`config.mk`:
```
export PLATFORM = sky130hd
export DESIGN_NAME = serial_word_rx
export DESIGN_NICKNAME = d
export VERILOG_FILES = /design/src/rtl/serial_word_rx.sv
export SDC_FILE = /design/constraint.sdc
export NUM_CORES = 1
export LEC_CHECK = 0
export BUFFER_PORTS_ARGS = -buffer_cell sky130_fd_sc_hd__buf_2
export CAP_MARGIN = 20
export CORE_MARGIN = 4
export CORE_UTILIZATION = 42
export CTS_BUF_LIST = sky130_fd_sc_hd__clkbuf_16
export CTS_CLUSTER_SIZE = 20
export DETAILED_ROUTE_END_ITERATION = 10
export HOLD_SLACK_MARGIN = 0.06
export PLACE_DENSITY_LB_ADDON = 0.12
export SETUP_SLACK_MARGIN = 0.5
export SLEW_MARGIN = 10
export SYNTH_ARGS = -nofsm -noshare
export SYNTH_HDL_FRONTEND = slang
export SYNTH_SLANG_ARGS = --single-unit
```
`constraint.sdc`:
```
create_clock -name clk -period 2 [get_ports clk]
set_input_delay 0.1 -clock clk [delete_from_list [all_inputs] [get_ports clk]]
set_output_delay 0.1 -clock clk [all_outputs]
set_load 0.01 [all_outputs]
```
`src/rtl/serial_word_rx.sv`:
```
// serial_word_rx: serial-in, parallel-out word receiver.
// Assembles WIDTH-bit frames from a qualified bit stream (MSB- or LSB-first, chosen per frame)
// and presents each word on a single-slot valid/ready output with a sticky overrun flag.
// Optional feature: define SERIAL_WORD_RX_PARITY_EN to append one even-parity bit per frame
// and expose parity_err alongside out_data.
module serial_word_rx #(
  parameter int unsigned WIDTH = 16
) (
  input  logic             clk,
  input  logic             rst,
  input  logic             start,
  input  logic             sin_valid,
  input  logic             sin,
  input  logic             lsb_first,
  input  logic             out_ready,
  output logic             out_valid,
  output logic [WIDTH-1:0] out_data,
  output logic             busy,
`ifdef SERIAL_WORD_RX_PARITY_EN
  output logic             parity_err,
`endif
  output logic             overrun
);

  localparam int unsigned CntW = $clog2(WIDTH + 1);

`ifdef SERIAL_WORD_RX_PARITY_EN
  typedef enum logic [1:0] {StIdle, StShift, StPar} state_e;
`else
  typedef enum logic [1:0] {StIdle, StShift} state_e;
`endif

  state_e            state_q, state_d;
  logic [CntW-1:0]   cnt_q, cnt_d;
  logic [WIDTH-1:0]  sr_q, sr_d;
  logic              lsb_q, lsb_d;
  logic              out_valid_q, out_valid_d;
  logic [WIDTH-1:0]  out_data_q, out_data_d;
  logic              busy_q;
  logic              overrun_q, overrun_d;
  logic              perr_q, perr_d;

  logic              commit;
  logic [WIDTH-1:0]  commit_word;
  logic              commit_perr;
  logic [WIDTH-1:0]  shifted;
  logic [WIDTH-1:0]  fresh;
  logic              slot_free;

  // Frame FSM: bit assembly, frame abort on start, and word commit into the output slot
  always_comb begin
    state_d     = state_q;
    cnt_d       = cnt_q;
    sr_d        = sr_q;
    lsb_d       = lsb_q;
    commit      = 1'b0;
    commit_word = sr_q;
    commit_perr = 1'b0;
    // Continue the current frame in its latched order
    shifted = lsb_q ? {sin, sr_q[WIDTH-1:1]} : {sr_q[WIDTH-2:0], sin};
    // First bit of a new frame uses the order sampled on this very bit
    fresh   = lsb_first ? {sin, {(WIDTH-1){1'b0}}} : {{(WIDTH-1){1'b0}}, sin};

    if (sin_valid) begin
      if (start) begin
        // Start in any state opens a new frame; a partial frame is silently dropped
        state_d = StShift;
        cnt_d   = CntW'(1);
        sr_d    = fresh;
        lsb_d   = lsb_first;
      end else begin
        case (state_q)
          StShift: begin
            sr_d = shifted;
            if (cnt_q == CntW'(WIDTH - 1)) begin
`ifdef SERIAL_WORD_RX_PARITY_EN
              state_d = StPar;
              cnt_d   = CntW'(WIDTH);
`else
              commit      = 1'b1;
              commit_word = shifted;
              state_d     = StIdle;
              cnt_d       = '0;
`endif
            end else begin
              cnt_d = cnt_q + CntW'(1);
            end
          end
`ifdef SERIAL_WORD_RX_PARITY_EN
          StPar: begin
            // Even parity over data plus parity bit must be zero
            commit      = 1'b1;
            commit_word = sr_q;
            commit_perr = (^sr_q) ^ sin;
            state_d     = StIdle;
            cnt_d       = '0;
          end
`endif
          default: ;
        endcase
      end
    end
  end

  // Output slot: commit if free (including consume-and-refill), else flag overrun
  always_comb begin
    out_valid_d = out_valid_q;
    out_data_d  = out_data_q;
    perr_d      = perr_q;
    overrun_d   = overrun_q;
    slot_free   = !out_valid_q || out_ready;
    if (commit) begin
      if (slot_free) begin
        out_valid_d = 1'b1;
        out_data_d  = commit_word;
        perr_d      = commit_perr;
      end else begin
        overrun_d = 1'b1;
      end
    end else if (out_valid_q && out_ready) begin
      out_valid_d = 1'b0;
    end
  end

  // State and output registers with asynchronous reset
  always_ff @(posedge clk or posedge rst) begin
    if (rst) begin
      state_q     <= StIdle;
      cnt_q       <= '0;
      sr_q        <= '0;
      lsb_q       <= 1'b0;
      out_valid_q <= 1'b0;
      out_data_q  <= '0;
      busy_q      <= 1'b0;
      overrun_q   <= 1'b0;
      perr_q      <= 1'b0;
    end else begin
      state_q     <= state_d;
      cnt_q       <= cnt_d;
      sr_q        <= sr_d;
      lsb_q       <= lsb_d;
      out_valid_q <= out_valid_d;
      out_data_q  <= out_data_d;
      busy_q      <= (state_d != StIdle);
      overrun_q   <= overrun_d;
      perr_q      <= perr_d;
    end
  end

  assign out_valid = out_valid_q;
  assign out_data  = out_data_q;
  assign busy      = busy_q;
  assign overrun   = overrun_q;
`ifdef SERIAL_WORD_RX_PARITY_EN
  assign parity_err = perr_q;
`else
  // Parity flag has no consumer without the parity option
  logic unused_perr;
  assign unused_perr = perr_q;
`endif

endmodule

```
==> flow_summary_export.csv <==
group,metric,value,unit
status,status,"completed",
die,die_w,75.0,microns
setup_path,cpMaxStageDelayCell,"dfrtp_1",
setup_path,worstPathRequired,2.17,ns
global_route,track_usage,0.152,
die,die_area,5630,sq um
global_route,grt_max_degree,44,
route,drc,0,
placed_design,hpwl,2.38,mm
setup_path,crit_path_start_kind,"flop",
setup_path,r2r_cells,6,
setup_path,rr_endpoint,"out_data[7]$_DFFE_PP0P_",
layout,antenna_cells,0,
timing,slew_viol_final,0,
timing,fin_skew,0.00365,ns
timing,fmax,600,MHz
timing,post-route-period-util,0.833,
timing,finalHoldViolCount,0,
setup_path,crit_path_max_fanout,8,
layout,finish.utilization,0.550,
placed_design,pre_cts_slack,0.159,ns
power,p_sw_frac,0.216,
clock_tree,cts_max_level,2,
timing,rsz0062_at_grt,"true",
layout,fin_nets,181,
clock_tree,path_clk_slew,0.06,ns
global_route,grt_pass1_vias,1293,
global_route,globalRouteMet3Util,0.0401,
layout,layout-drive-gt1-share,0.468,
clock_tree,ctsRootBufferMaster,"clkbuf_16",
layout,fill_cells,363,
route,drtAntennaViolNets,0,
timing,period_needed,1.67,ns
power,power_leakage,0.00120,uW
clock_tree,cts_buffer_depth,2,
synthesis,yosys_warnings,0,
die,fp.dieH,75.0,microns
power,seqPwrFrac,0.477,
global_route,grt_pass1_wl,6.39,mm
placed_design,io_buffers,25,
global_route,antenna_found_initial,0,
synthesis,syn_area,1890,sq um
setup_path,startpoint,"cnt_q[0]$_DFFE_PP0P_",
setup_path,end_kind,"flop",
die,core_area,4350,sq um
synthesis,seq_area_frac_synth,0.570,
synthesis,ys_types,30,
timing,slew_headroom,0.637,
layout,register_area,1080,sq um
setup_path,critical-path-max-stage-delay,0.41,ns
power,switchingPower,431,uW
synthesis,synth-main-ff-cell,"dfrtp_1",
layout,finish.instance_area,2390,sq um
timing,worst_pin_slew,0.544,ns
timing,fin_tns_setup,0,ns
die,rows,24,
setup_path,setup.worst_path.end,"out_data[7]$_DFFE_PP0P_",
setup_path,cp.arrival,1.83,ns
setup_path,critPathKind,"reg2reg",
route,drt_pass1_iterations,4,
synthesis,synthCells,136,
synthesis,async_reset_ff_frac,1.00,
worst_hold_path,hold_path_class,"in2reg",
setup_path,timing.rr.start,"cnt_q[0]$_DFFE_PP0P_",
timing,setup_viol,0,
die,io_pins,26,
global_route,met1_usage,0.207,
synthesis,yosys_register_bits,43,
power,max-vdd-ir-drop,0.000415,V
power,p_comb_frac,0.081,
placed_design,gp_congestion,0.785,
timing,timing.final.ws_setup,0.334,ns
global_route,grt_use_met2,0.234,
synthesis,synth_edf_count,0,
placed_design,dpl-instance-area,2100,sq um
clock_tree,cts_buffers,5,
power,p_clk_frac,0.442,
global_route,grt_overflow,0,
route,vias,1261,
layout,area_growth,26.9,%
power,internal_power,1570,uW
power,power_density,834,nW/um^2
clock_tree,cts_tree,"yes",
synthesis,syn-mean-instance-area,13.9,sq um
global_route,top_usage_layer,"met2",
die,initial_utilization,0.433,
route,drt_iter0_drc,63,
route,route.detailed.vias_per_inst,5.60,
clock_tree,clk_latency,0.28,ns
layout,multi_input_area,817,sq um
route,wirelength,3.87,mm
route,wl_per_cell,17.2,microns
synthesis,synth_fp_nets,144,
flow_run,drv_cap,0,
clock_tree,numClockSinks,43,
setup_path,r2r_slack,0.33,ns
setup_path,worstPathCellList,"ha_4 > nand4b_1 > nor3b_4 > buf_6 > buf_16 > mux2_2",
[stage by stage]
step	power [uW]	hold WS, ns	cells
finish	2000	0.101	225
floorplan	1060	0.250	136
global placement	1100	0.260	211
CTS	2010	0.0945	224
global route	2080	0.113	225
detailed placement	1110	0.270	211
[power groups by stage]
stage               Sequential (uW)  Clock, uW  Combinational [uW]
global placement                961          0                 144
global route                    960        941                 180
floorplan                       938          0                 127
finish                          953        882                 161
detailed placement              962          0                 148
CTS                             950        905                 159
[flip-flops by register name (all words and copies together), names as in the netlist]
name       cells
out_valid      1
state_q        2
cnt_q          5
lsb_q          1
sr_q          16
overrun        1
busy           1
out_data      16
[worst min-delay path by stage]
stage | startpoint | to | slack [ns] | depth (start not counted)
2_1_floorplan | lsb_first | lsb_q$_DFFE_PP0P_ | 0.25 | 1
3_3_place_gp | rst | out_data[7]$_DFFE_PP0P_ | 0.26 | 3
3_5_place_dp | rst | out_data[9]$_DFFE_PP0P_ | 0.27 | 3
4_1_cts | lsb_first | lsb_q$_DFFE_PP0P_ | 0.09 | 2
5_1_grt | lsb_first | lsb_q$_DFFE_PP0P_ | 0.11 | 2
6_report | lsb_first | lsb_q$_DFFE_PP0P_ | 0.10 | 2
[final cells by class]
class,count,area share
flip-flops and latches,43,0.451
multi-input cells,82,0.341
repair buffers,38,0.109
clock buffers,5,0.0523
well taps,52,0.0272
clock inverters,2,0.0141
inverters,3,0.00470
[cells in the mapped netlist, types with 2 or more instances]
cell	n	area [sq um]
nand3b_1	2	15.0
buf_2	2	10.0
inv_1	3	11.3
a22o_1	14	123
o2bb2ai_1	2	17.5
mux2i_1	3	30.0
a21o_1	2	15.0
nand2_1	4	15.0
nor2b_1	3	18.8
nand3_1	2	10.0
clkbuf_1	5	18.8
dfrtp_1	43	1080
o21ai_0	3	15.0
mux2_2	32	360
[layer usage]
layer	part of all wire	wire (microns)
met4	0.014	55
met5	0	0
met3	0.044	172
met2	0.46	1770
met1	0.48	1870
[worst max-delay path: cells and delay by family, from the launching register on]
kind | cells | cell delay, ns
adders and majority gates | 1 | 0.15
buffers and inverters | 2 | 0.27
DFF | 1 | 0.41
muxes | 1 | 0.33
and+or+nand+nor | 2 | 0.39
[what timing repair did]
action | 4_1_cts | 5_1_grt
hold buffers | 1 | 0
buffers inserted | 4 | 1
resized for setup | 16 | 1
pin swaps | 2 | 0
endpoints found under the setup margin | 32 | 17
endpoints found under the hold margin | 43 | 0
cloned | 1 | 0
[layout by cell type, fill, tap and decap left out, drive strengths merged, types with 3 or more instances in the layout]
master / netlist / layout
nand2: 4 / 4
mux2i: 3 / 3
a22o: 14 / 14
inv: 3 / 4
o21ai: 3 / 3
clkbuf: 5 / 5
mux2: 32 / 32
dfrtp: 43 / 43
nor2b: 3 / 3
buf: 3 / 37
[logic make-up after synthesis]
kind of cell               synth area share
AOI/OAI and AO/OA                     0.122
xor gates and xnor gates            0.00464
adders and majority gates           0.00663
buffers and inverters                0.0272
DFF                                   0.570
muxes                                 0.207
and+or+nand+nor                      0.0623
Power figures use the tool's default switching activity.
